==> config.mk <==
export PLATFORM = sky130hd
export DESIGN_NAME = fpnew_lane_sequencer
export DESIGN_NICKNAME = d
export VERILOG_FILES = /design/src/rtl/fpnew_pkg.sv /design/src/rtl/fpnew_lane_sequencer.sv
export SDC_FILE = /design/constraint.sdc
export NUM_CORES = 1
export LEC_CHECK = 0
export CORE_ASPECT_RATIO = 1.75
export CORE_MARGIN = 8
export CORE_UTILIZATION = 40
export CTS_CLUSTER_DIAMETER = 120
export CTS_CLUSTER_SIZE = 8
export DETAILED_ROUTE_END_ITERATION = 7
export PLACE_DENSITY_LB_ADDON = 0.3
export SETUP_SLACK_MARGIN = 0.02
export SLEW_MARGIN = 5
export SYNTH_ARGS = -nofsm -noshare
export SYNTH_HDL_FRONTEND = slang
export SYNTH_SLANG_ARGS = --single-unit
==> constraint.sdc <==
create_clock -name clk_i -period 2.7 [get_ports clk_i]
set_input_delay 0.81 -clock clk_i [delete_from_list [all_inputs] [get_ports clk_i]]
set_output_delay 0.81 -clock clk_i [all_outputs]
set_load 0.005 [all_outputs]
==> src/rtl/fpnew_pkg.sv <==
// fpnew_pkg: shared floating-point types for the FPU lane sequencer.
//   fp_format_e  - supported floating-point formats
//   fp_width()   - bit width of a format
//   roundmode_e  - IEEE rounding modes plus dynamic
//   operation_e  - FPU operation codes
//   status_t     - IEEE exception flags {NV, DZ, OF, UF, NX}
package fpnew_pkg;

  typedef enum logic [2:0] {
    FP32    = 3'd0,
    FP64    = 3'd1,
    FP16    = 3'd2,
    FP8     = 3'd3,
    FP16ALT = 3'd4
  } fp_format_e;

  function automatic int unsigned fp_width(fp_format_e fmt);
    case (fmt)
      FP32:    return 32;
      FP64:    return 64;
      FP16:    return 16;
      FP8:     return 8;
      FP16ALT: return 16;
      default: return 32;
    endcase
  endfunction

  typedef enum logic [2:0] {
    RNE = 3'b000,
    RTZ = 3'b001,
    RDN = 3'b010,
    RUP = 3'b011,
    RMM = 3'b100,
    ROD = 3'b101,
    DYN = 3'b111
  } roundmode_e;

  typedef enum logic [3:0] {
    FMADD, FNMSUB, ADD, MUL, DIV, SQRT, SGNJ, MINMAX,
    CMP, CLASSIFY, F2F, F2I, I2F, CPKAB, CPKCD
  } operation_e;

  typedef struct packed {
    logic NV; // invalid operation
    logic DZ; // divide by zero
    logic OF; // overflow
    logic UF; // underflow
    logic NX; // inexact
  } status_t;

endpackage

==> src/rtl/fpnew_lane_sequencer.sv <==
// fpnew_lane_sequencer: runs a vector FP operation on a single-lane unit by
// issuing the lanes one after another and reassembling the lane results into
// one Width-bit word. Scalar operations use lane 0 only.
//
// Ports
//   clk_i, rst_ni, clr_i     clock, async active-low reset, sync clear
//   operands_i ... tag_i     upstream operation (captured on accept)
//   in_valid_i/in_ready_o    upstream handshake
//   flush_i                  abandon any operation in flight
//   unit_*                   single-lane unit request/response interface
//   result_o ... tag_o       reassembled result
//   out_valid_o/out_ready_i  downstream handshake
//   busy_o                   operation in flight or result held
//   state_o                  FSM state (IDLE=0, RUN=1, DONE=2), debug view
//
// Handshakes: a transfer happens on every rising clock edge where valid and
// ready are both high. A valid source holds its payload until the transfer;
// ready may depend on valid, valid never depends on ready.
module fpnew_lane_sequencer
  import fpnew_pkg::*;
#(
  parameter fp_format_e  FpFormat    = FP32,
  parameter int unsigned Width       = 64,
  parameter int unsigned NumOperands = 3,
  parameter type         TagType     = logic
) (
  input  logic                                     clk_i,
  input  logic                                     rst_ni,
  input  logic                                     clr_i,
  // upstream
  input  logic [NumOperands-1:0][Width-1:0]        operands_i,
  input  logic [NumOperands-1:0]                   is_boxed_i,
  input  roundmode_e                               rnd_mode_i,
  input  operation_e                               op_i,
  input  logic                                     op_mod_i,
  input  logic                                     vectorial_op_i,
  input  TagType                                   tag_i,
  input  logic                                     in_valid_i,
  output logic                                     in_ready_o,
  input  logic                                     flush_i,
  // single-lane unit
  output logic [NumOperands-1:0][fp_width(FpFormat)-1:0] unit_operands_o,
  output logic [NumOperands-1:0]                   unit_is_boxed_o,
  output roundmode_e                               unit_rnd_mode_o,
  output operation_e                               unit_op_o,
  output logic                                     unit_op_mod_o,
  output logic                                     unit_in_valid_o,
  input  logic                                     unit_in_ready_i,
  output logic                                     unit_flush_o,
  input  logic [fp_width(FpFormat)-1:0]            unit_result_i,
  input  status_t                                  unit_status_i,
  input  logic                                     unit_ext_bit_i,
  input  logic                                     unit_out_valid_i,
  output logic                                     unit_out_ready_o,
  // downstream
  output logic [Width-1:0]                         result_o,
  output status_t                                  status_o,
  output logic                                     extension_bit_o,
  output TagType                                   tag_o,
  output logic                                     out_valid_o,
  input  logic                                     out_ready_i,
  output logic                                     busy_o,
  output logic [1:0]                               state_o
);

  localparam int unsigned FP_WIDTH  = fp_width(FpFormat);
  localparam int unsigned NUM_LANES = Width / FP_WIDTH;
  localparam int unsigned CW        = $clog2(NUM_LANES + 1);

  typedef logic [CW-1:0] cnt_t;

  typedef enum logic [1:0] {
    IDLE = 2'd0,
    RUN  = 2'd1,
    DONE = 2'd2
  } state_e;

  state_e state_q, state_d;

  cnt_t                                     issue_cnt_q, collect_cnt_q, num_lanes_q;
  logic [NumOperands-1:0][Width-1:0]        ops_q;
  logic [NumOperands-1:0]                   boxed_q;
  roundmode_e                               rnd_q;
  operation_e                               op_q;
  logic                                     op_mod_q;
  TagType                                   tag_q;
  logic [NUM_LANES-1:0][FP_WIDTH-1:0]       lane_q;
  status_t                                  status_q;
  logic                                     ext_q;

  logic kill, accept, issue_fire, collect_fire;

  // clear behaves as a flush as far as control is concerned
  assign kill = flush_i | clr_i;

  // ---------------------------------------------------------------------
  // FSM
  // ---------------------------------------------------------------------
  always_ff @(posedge clk_i or negedge rst_ni) begin
    if (!rst_ni) state_q <= IDLE;
    else         state_q <= state_d;
  end

  always_comb begin
    state_d          = state_q;
    in_ready_o       = 1'b0;
    out_valid_o      = 1'b0;
    unit_in_valid_o  = 1'b0;
    unit_out_ready_o = 1'b0;
    accept           = 1'b0;
    issue_fire       = 1'b0;
    collect_fire     = 1'b0;
    case (state_q)
      IDLE: begin
        in_ready_o = 1'b1;
        // a flush in the same cycle wins over a new request
        accept     = in_valid_i & ~kill;
        if (accept) state_d = RUN;
      end
      RUN: begin
        unit_in_valid_o  = (issue_cnt_q < num_lanes_q);
        unit_out_ready_o = (collect_cnt_q < num_lanes_q);
        issue_fire       = unit_in_valid_o & unit_in_ready_i;
        collect_fire     = unit_out_ready_o & unit_out_valid_i;
        // leave as soon as the last lane result is written so that a
        // zero-latency unit gives the result two cycles after accept
        if (collect_fire && (collect_cnt_q + cnt_t'(1) == num_lanes_q))
          state_d = DONE;
      end
      DONE: begin
        out_valid_o = 1'b1;
        if (out_ready_i) state_d = IDLE;
      end
      default: state_d = IDLE;
    endcase
    if (kill) state_d = IDLE;
  end

  assign busy_o       = (state_q != IDLE);
  assign unit_flush_o = kill;
  assign state_o      = state_q;

  // ---------------------------------------------------------------------
  // Counters and datapath registers
  // ---------------------------------------------------------------------
  always_ff @(posedge clk_i or negedge rst_ni) begin
    if (!rst_ni) begin
      issue_cnt_q   <= '0;
      collect_cnt_q <= '0;
      num_lanes_q   <= '0;
      ops_q         <= '0;
      boxed_q       <= '0;
      rnd_q         <= RNE;
      op_q          <= FMADD;
      op_mod_q      <= 1'b0;
      tag_q         <= '0;
      lane_q        <= '0;
      status_q      <= '0;
      ext_q         <= 1'b0;
    end else if (clr_i) begin
      issue_cnt_q   <= '0;
      collect_cnt_q <= '0;
      num_lanes_q   <= '0;
      ops_q         <= '0;
      boxed_q       <= '0;
      rnd_q         <= RNE;
      op_q          <= FMADD;
      op_mod_q      <= 1'b0;
      tag_q         <= '0;
      lane_q        <= '0;
      status_q      <= '0;
      ext_q         <= 1'b0;
    end else if (flush_i) begin
      issue_cnt_q   <= '0;
      collect_cnt_q <= '0;
    end else if (accept) begin
      ops_q         <= operands_i;
      boxed_q       <= is_boxed_i;
      rnd_q         <= rnd_mode_i;
      op_q          <= op_i;
      op_mod_q      <= op_mod_i;
      tag_q         <= tag_i;
      num_lanes_q   <= vectorial_op_i ? cnt_t'(NUM_LANES) : cnt_t'(1);
      issue_cnt_q   <= '0;
      collect_cnt_q <= '0;
      status_q      <= '0;
    end else begin
      if (issue_fire) issue_cnt_q <= issue_cnt_q + cnt_t'(1);
      if (collect_fire) begin
        for (int l = 0; l < NUM_LANES; l++) begin
          if (collect_cnt_q == cnt_t'(l)) lane_q[l] <= unit_result_i;
        end
        status_q      <= status_t'(status_q | unit_status_i);
        if (collect_cnt_q == '0) ext_q <= unit_ext_bit_i;
        collect_cnt_q <= collect_cnt_q + cnt_t'(1);
      end
    end
  end

  // ---------------------------------------------------------------------
  // Unit request: operand slice of the lane currently being issued
  // ---------------------------------------------------------------------
  always_comb begin
    unit_operands_o = '0;
    for (int o = 0; o < NumOperands; o++) begin
      for (int l = 0; l < NUM_LANES; l++) begin
        if (issue_cnt_q == cnt_t'(l))
          unit_operands_o[o] = ops_q[o][l*FP_WIDTH +: FP_WIDTH];
      end
    end
  end

  assign unit_is_boxed_o = boxed_q;
  assign unit_rnd_mode_o = rnd_q;
  assign unit_op_o       = op_q;
  assign unit_op_mod_o   = op_mod_q;

  // ---------------------------------------------------------------------
  // Result assembly: unused lanes and any bits above the last full lane
  // carry lane 0's extension bit (NaN-boxing for scalar results)
  // ---------------------------------------------------------------------
  always_comb begin
    result_o = {Width{ext_q}};
    for (int l = 0; l < NUM_LANES; l++) begin
      if (cnt_t'(l) < num_lanes_q) result_o[l*FP_WIDTH +: FP_WIDTH] = lane_q[l];
      else                         result_o[l*FP_WIDTH +: FP_WIDTH] = {FP_WIDTH{ext_q}};
    end
  end

  assign status_o        = status_q;
  assign extension_bit_o = ext_q;
  assign tag_o           = tag_q;

endmodule

After elaboration in Yosys (flattened, before gate mapping)
Cells that the tools add are included.
- register bits: 282
- input port bits: 251
- word-level logic and storage cells: 124
- add/subtract/negate cells: 2
- order comparisons: 4
- equality and inequality tests: 10
- muxes and demuxes: 65
- bitwise logic cells: 6
- reductions and logical operators: 17
- operators with widths (cell ; count):
    $mux 192 ; 3
    $mux 32 ; 10
    $mux 64 ; 4
    $mux 2 ; 16
    $mux 5 ; 4
    $mux 1 ; 18
    $mux 3 ; 6
    $mux 4 ; 3
    $reduce_bool 2->1 ; 5
    $ne 3x3->1 const B ; 3
    $reduce_and 4->1 ; 2
    $reduce_bool 4->1 ; 2
    $eq 2x1->1 const B ; 3
    $logic_not 2->1 ; 3
    $pmux 2 s3 ; 1
    $or 5x5->5 ; 1
    $add 2x1->2 const B ; 2
    $lt 1x2->1 const A ; 2
    $lt 2x2->1 ; 2
    $ne 2x2->1 const B ; 2
    $reduce_and 2->1 ; 2
    $and 1x1->1 ; 3
    $reduce_and 3->1 ; 1
    $reduce_bool 3->1 ; 1
    other kinds (5) ; 5

Depth between registers and ports, before layout
Gate-level depths: netlist (run 1).
- word-level depth: 7
- depth in mapped cells: 8
- mapped depth without buffers: 5

Worst setup path after synthesis (run 1)
Ideal clock, no wire load.
- kind: register to output
- start point: register issue_cnt_q[1]
- end point: output unit_operands_o[0] in the netlist's numbering
- arrival time: 1531 ps
- required time: 1890 ps
- slack: 359 ps
- cell stages (with the launch flop): 8
- path through: dfrtp_1 inv_1 ha_1 clkbuf_1 clkbuf_1 clkbuf_1 nand2_1 o21ai_0
- RTL lines (element ; RTL line ; source):
    start, declared ; fpnew_lane_sequencer.sv:80 ; cnt_t issue_cnt_q, collect_cnt_q, num_lanes_q;
    start signal, assigned ; fpnew_lane_sequencer.sv:188 ; if (issue_fire) issue_cnt_q <= issue_cnt_q + cnt_t'(1);
    end, declared ; fpnew_lane_sequencer.sv:42 ; output logic [NumOperands-1:0][fp_width(FpFormat)-1:0] unit_operands_o,

Worst setup path in the final report (run 1)
- start point: register num_lanes_q[1]
- end point: output result_o[11]
- word-level cells in the longest chain between the ends: 2
- RTL lines (element ; RTL line ; source):
    start, declared ; fpnew_lane_sequencer.sv:80 ;
    start signal, assigned ; fpnew_lane_sequencer.sv:183 ; num_lanes_q <= vectorial_op_i ? cnt_t'(NUM_LANES) : cnt_t'(1);
    $lt 1x2->1 ; fpnew_lane_sequencer.sv:225 ; if (cnt_t'(l) < num_lanes_q) result_o[l*FP_WIDTH +: FP_WIDTH] = lane_q[l];
    $mux 32 ; fpnew_lane_sequencer.sv:225 ;
    end, declared ; fpnew_lane_sequencer.sv:56 ; output logic [Width-1:0] result_o,
Every way passes these cells.

==> metrics.csv, run 1 <==
metric,value,unit
status,finished with violations,
failed_checks,setup timing,
wl_per_cell,21.16,µm
setup_violations,19,
ant_nets,0,
power.density,479.1,nW/µm²
yosysMostFrequentCell,nand2b_1,
path_max_fanout,7,
p_leak,0.01001,µW
first_iter_violations,895,
root_buffer,clkbuf_16,
globalplace.congestion,0.8724,
viasPerCell,5.413,
grt_first_pass_wirelength,83.12,mm
crit_required,1.89,ns
remaining_drc_errors,0,
timing.critical_path.max_delay_family,buffers and inverters,
crit_path_end_kind,output port,
synth.avg_cell_area,8.702,µm²
htreeDepth,2,
dieArea,42930,µm²
ys_warn_count,0,
ys_ff_latch,282,
grt_setup_unrepaired,yes,
synth_area_leaders,"dfrtp_1, nand2b_1, o21ai_0, nand3_1, nand2_1",
grt_max_degree,310,
drive_gt1_share,20.56,%
start_util,40.46,%
worst_ir_drop_vdd,0.4581,mV
synth-edff-count,0,
vias,14040,
hpwl,35.69,mm
area_growth,48.75,%
core_area,35910,µm²
final_cells,2593,
synth-async-reset-ratio,100.0,%
hold_viol,0,
std_cell_rows,92,
synth_top_cell_by_area,dfrtp_1,
final_cell_area,21620,µm²
synth_cells,1670,
synth_nets,1928,
grt_pass1_vias,14620,
fp.dieH,268.2,µm
clock_latency,0.53,ns
cts-hold-fix-buffers,0,
relSlewSlack,24.56,%
synth-seq-area-share,48.56,%
critical_path.cell_chain,buf_6 > nand2b_4 > nor2_4 > buf_6 > buf_6 > buf_16 > buf_12 > a21o_1 > buf_2,
path_class,reg -> out,
synth_area,14530,µm²
place_area,19740,µm²
period_minus_slack,2.766,ns
slowest_delay,0.38,ns
cts_buffers,41,
max_slew.worst_pin.slew,1.132,ns
ys.flop_type,dfrtp_1,
cts_tree,done,
ios,437,
worst_setup_path_start_kind,flop,
finClkSkew,0.02073,ns
drtPass1Iterations,6,
synth_top_cell_area_share,48.56,%
arrival,1.96,ns
crit_slowest_cell,dfrtp_1,
wirelength,54.86,mm
final_util,60.19,%
cts_buffer_depth,3,
fin_ws,-0.06626,ns
layout_worst_path_cycle_share,102.5,%
gr-usage-all-layers,24.33,%
overflow,0,
slew_violations,0,
synth_commonest_cells,"nand2b_1, o21ai_0, dfrtp_1, nand2_1, nand3_1",
synth_cell_type_count,38,
cp_common_cell,buf_6,
maxCapViolCount,0,
die_w,160.1,µm
clk_pin_slew,0.05,ns
dp_cells,2488,
worst-path-buf-inv,6,
portBuffers,436,
grt_antenna_before_repair,9,
clock.fmax,361.5,MHz
layout.nets,2373,
clock-sinks,282,
hold_class,in -> async,
[worst register-to-register path: cells and delay by family (launching register included)]
kind / cells / cell delay (ns)
fa+ha+maj: 1 / 0.29
simple gates: 2 / 0.49
buf+inv: 3 / 0.50
flops: 1 / 0.38
mux: 1 / 0.29
[cell usage in the layout, fill, tap and decap left out, types with 36 or more instances in the layout]
cell type	instances
nand2b_1	308
dfrtp_1	279
clkdlybuf4s50_1	271
o21ai_0	213
nand3_1	205
nand2_1	183
buf_2	127
mux2i_1	66
clkbuf_16	50
nand2_2	47
o21ai_1	46
o21ai_2	37
buf_4	36
[worst paths after layout]
path | from | endpoint | slack (ns) | cells past startpoint
worst max-delay path | num_lanes_q[1] | result_o[11] | -0.07 | 9
worst min-delay path | rst_ni | unit_is_boxed_o[0] | 0.20 | 1
worst max register to register | num_lanes_q[1] | lane_q[12] | 0.68 | 7
worst min register to register | lane_q[43] | lane_q[43] | 0.54 | 2
max in group asynchronous | rst_ni | state_o[0] | 1.62 | 2
min in group clk_i | lane_q[43] | lane_q[43] | 0.54 | 2
[stage by stage]
step                hold WS, ns  TNS [ns]  total power [µW]  setup slack, ns
floorplan                0.5144         0              5026           0.3587
finish                   0.2031   -0.4475             10360         -0.06626
global placement         0.5290   -0.1716              5903         -0.08602
CTS                      0.2148    -3.706             10420          -0.1207
global route             0.2275    -5.631             10740          -0.1227
detailed placement       0.5311   -0.4144              5923         -0.08978
[per-layer routing]
metal / share of wire [%] / wire length (µm) / track usage (%) / vias up
li1: - / - / - / 6466
met4: 5.0 / 2755 / 13.67 / 6
met1: 36 / 19950 / 26.93 / 6848
met3: 7.6 / 4195 / 6.869 / 144
met5: 0.069 / 38 / 0 / -
met2: 51 / 27920 / 41.62 / 573
[layout make-up]
type	count	area, µm²
multi-input combinational	1226	7353
fill	3152	14300
tap	470	588.1
clock inverter	3	26.28
inverter	7	26.28
sequential	282	7061
timing repair buffer	557	5519
clock buffer	41	1026
antenna	7	17.52
[where the power goes]
group	total [µW]	switching, µW	internal (µW)	leakage (µW)
Clock	4480	1810	2670	0.000518
Combinational	1360	656	701	0.00564
Sequential	4520	126	4390	0.00386
[cell families after synthesis]
group	count (synthesis)	synth area share [%]
xor gates and xnor gates	1	0.06028
buffers and inverters	165	4.632
muxes	67	4.623
and+or+nand+nor	798	28.57
DFF	282	48.56
AOI/OAI and AO/OA	350	12.96
adders and majority gates	7	0.6026
[sequential cells by signal (all words and copies together) (netlist names)]
| name | flops |
|---|---|
| unit_rnd_mode_o | 3 |
| unit_op_o | 4 |
| lane_q | 64 |
| issue_cnt_q | 2 |
| state_o | 2 |
| unit_op_mod_o | 1 |
| status_o | 5 |
| collect_cnt_q | 2 |
| num_lanes_q | 2 |
| extension_bit_o | 1 |
| tag_o | 1 |
| ops_q | 192 |
| unit_is_boxed_o | 3 |
[what timing repair did]
item                       in CTS  in global routing
hold endpoints to repair        0                  0
setup buffers                  33                  8
resized for setup             728                169
cloned                         12                 10
pin swaps                      27                 55
setup endpoints to repair     164                130
Note: power is estimated with default switching activity, not from simulation.
==> run 2, diff against run 1 <==
CORE_UTILIZATION = 32   (was 40)
RECOVER_POWER = 50   (was unset)
==> metrics.csv, run 2 (same netlist as run 1, synthesis figures left out) <==
metric,value,unit,change
relSlewSlack,-0.8076,%,-25 points
pre_cts_ws,-0.1569,ns,-0.06717 ns
std_cell_rows,103,,+12%
clock.fmax,348.9,MHz,-3.5%
finalSetupTns,-7.378,ns,-6.931 ns
crit_path_end_kind,output port,,
finClkSkew,0.01330,ns,-0.007439 ns
gr-usage-all-layers,22.02,%,-2.3 points
period_minus_slack,2.866,ns,+0.09974 ns
viasPerCell,5.167,,-4.5%
status,finished with violations,,
layout_worst_path_cycle_share,106.1,%,+3.7 points
start_util,32.31,%,-8.2 points
layout_commonest_cell,nand2b_1,,
wirelength,60.92,mm,+11%
worst_ir_drop_vdd,0.4194,mV,-8.4%
r2r_setup_slack,0.10,ns,-0.58 ns
crit_required,1.89,ns,about the same
path_class,reg -> out,,
htreeDepth,2,,unchanged
fillCellCount,4190,,+33%
globalplace.congestion,0.8309,,-4.8%
slowest_delay,0.38,ns,about the same
fin_ws,-0.1660,ns,-0.09974 ns
grt_first_pass_wirelength,90.47,mm,+8.8%
clock-sinks,282,,unchanged
first_iter_violations,859,,-4.0%
cts_buffers,41,,unchanged
setup_violations,111,,+92
cts_tree,done,,
root_buffer,clkbuf_16,,
top_register,ops_q,,
failed_checks,"capacitance limit, slew limit, setup timing",,
hpwl,36.79,mm,+3.1%
power.density,466.2,nW/µm²,-2.7%
remaining_drc_errors,0,,unchanged
dieArea,52760,µm²,+23%
topRoutingLayerUsed,met5,,
overflow,0,,unchanged
ios,437,,unchanged
grt_antenna_before_repair,17,,+8
maxCapViolCount,1,,+1
critical_path.cell_chain,inv_2 > ha_4 > buf_4 > buf_12 > buf_8 > buf_6 > nand2_1 > o21ai_1 > buf_2,,
vias,14210,,+1.2%
area_growth,54.62,%,
wl_met1,22.72,mm,+14%
p_leak,0.01052,µW,+5.0%
clk_pin_slew,0.06,ns,about the same
worst_setup_path_start_kind,flop,,
grt_max_degree,242,,-22%
clock_latency,0.54,ns,about the same
crit_slowest_cell,dfrtp_1,,
path_max_fanout,6,,-1
ant_nets,0,,unchanged
mostFrequentLayoutCells,"nand2b_1, dfrtp_1, clkdlybuf4s50_1",,
cts_buffer_depth,3,,unchanged
final_util,49.96,%,-10 points
core_area,44980,µm²,+25%
wl_met2,31.04,mm,+11%
grt_pass1_vias,14930,,+2.1%
largest_reg_flops,192,,unchanged
arrival,2.06,ns,+0.10 ns
fp.dieH,297.9,µm,+11%
portBuffers,436,,unchanged
met3RoutedLength,4.707,mm,+12%
drive_gt1_share,23.55,%,+3.0 points
hold_viol,0,,unchanged
grt_setup_unrepaired,yes,,
max_slew.worst_pin.slew,1.512,ns,+0.3805 ns
layout.nets,2418,,+1.9%
drtPass1Iterations,7,,+1
slew_violations,49,,+49
hold_class,reg -> reg,,
die_w,177.1,µm,+11%
wl_per_cell,22.15,µm,+4.7%
-- run 2: changes by cell type in the layout (fill, tap and decap cells not counted), sizes merged --
cell           before  now
dlymetal6s2s        0    7
clkinv              1    2
dlygate4sd2        18    3
buf               244  277
bufbuf              0    1
inv                 9    8
diode               7   12
clkdlybuf4s15      13    6
or2                 5    2
clkbuf             52   81
-- run 2: per-layer routing --
layer | vias to the layer above | GRT usage, %
li1 | 6571 | -
met1 | 6971 | 24.89
met2 | 536 | 37.65
met3 | 122 | 6.308
met4 | 10 | 9.801
met5 | - | 0
-- run 2: stage by stage --
| stage | std cells | total power (µW) | hold WS [ns] | instance area [µm²] |
|---|---|---|---|---|
| after global placement | 2591 | 5923 | 0.5286 | 19790 |
| after CTS | 2720 | 10560 | 0.2021 | 22150 |
| after detailed placement | 2591 | 5935 | 0.5323 | 19790 |
| after global routing | 2747 | 10890 | 0.5588 | 22460 |
| after floorplan | 1670 | 5026 | 0.5144 | 14530 |
| final | 2750 | 10480 | 0.5409 | 22470 |
-- run 2: report_power, final --
part	internal [µW]	switching, µW
clock	2670	1890
sequential	4390	117
combinational	716	689
-- run 2: worst max-delay path, delay by kind of cell (launching register included) --
| kind | cells | cell delay, ns |
|---|---|---|
| buf+inv | 6 | 0.77 |
| flops | 1 | 0.38 |
| fa+ha+maj | 1 | 0.23 |
| compound gates | 1 | 0.08 |
| simple gates | 1 | 0.05 |
-- run 2: timing repair --
action,in CTS,in global routing
gates resized for setup,793,194
hold buffers,0,0
cloned,29,5
setup buffers,56,25
pin swaps,22,71
setup endpoints to repair,166,144
-- run 2: worst paths after layout --
check | from | endpoint | cells after the start
max in group asynchronous | rst_ni | state_o[1] | 2
min in group asynchronous | rst_ni | ops_q[19] | 1
worst max-delay path | issue_cnt_q[1] | unit_operands_o[56] | 9
worst min-delay path | lane_q[7] | lane_q[7] | 2
worst min register to register | lane_q[7] | lane_q[7] | 2
worst max register to register | num_lanes_q[1] | lane_q[36] | 7
-- run 2: cell type report --
type	instances	area, µm²	share of cell area (%)
diodes	12	30.03	0.1336
clock buffers	41	1026	4.566
clock inverters	3	26.28	0.1169
inverters	7	27.53	0.1225
multi-input cells	1223	7421	33.03
flip-flops and latches	282	7059	31.42
well taps	577	721.9	3.213
repair buffers	605	6158	27.41
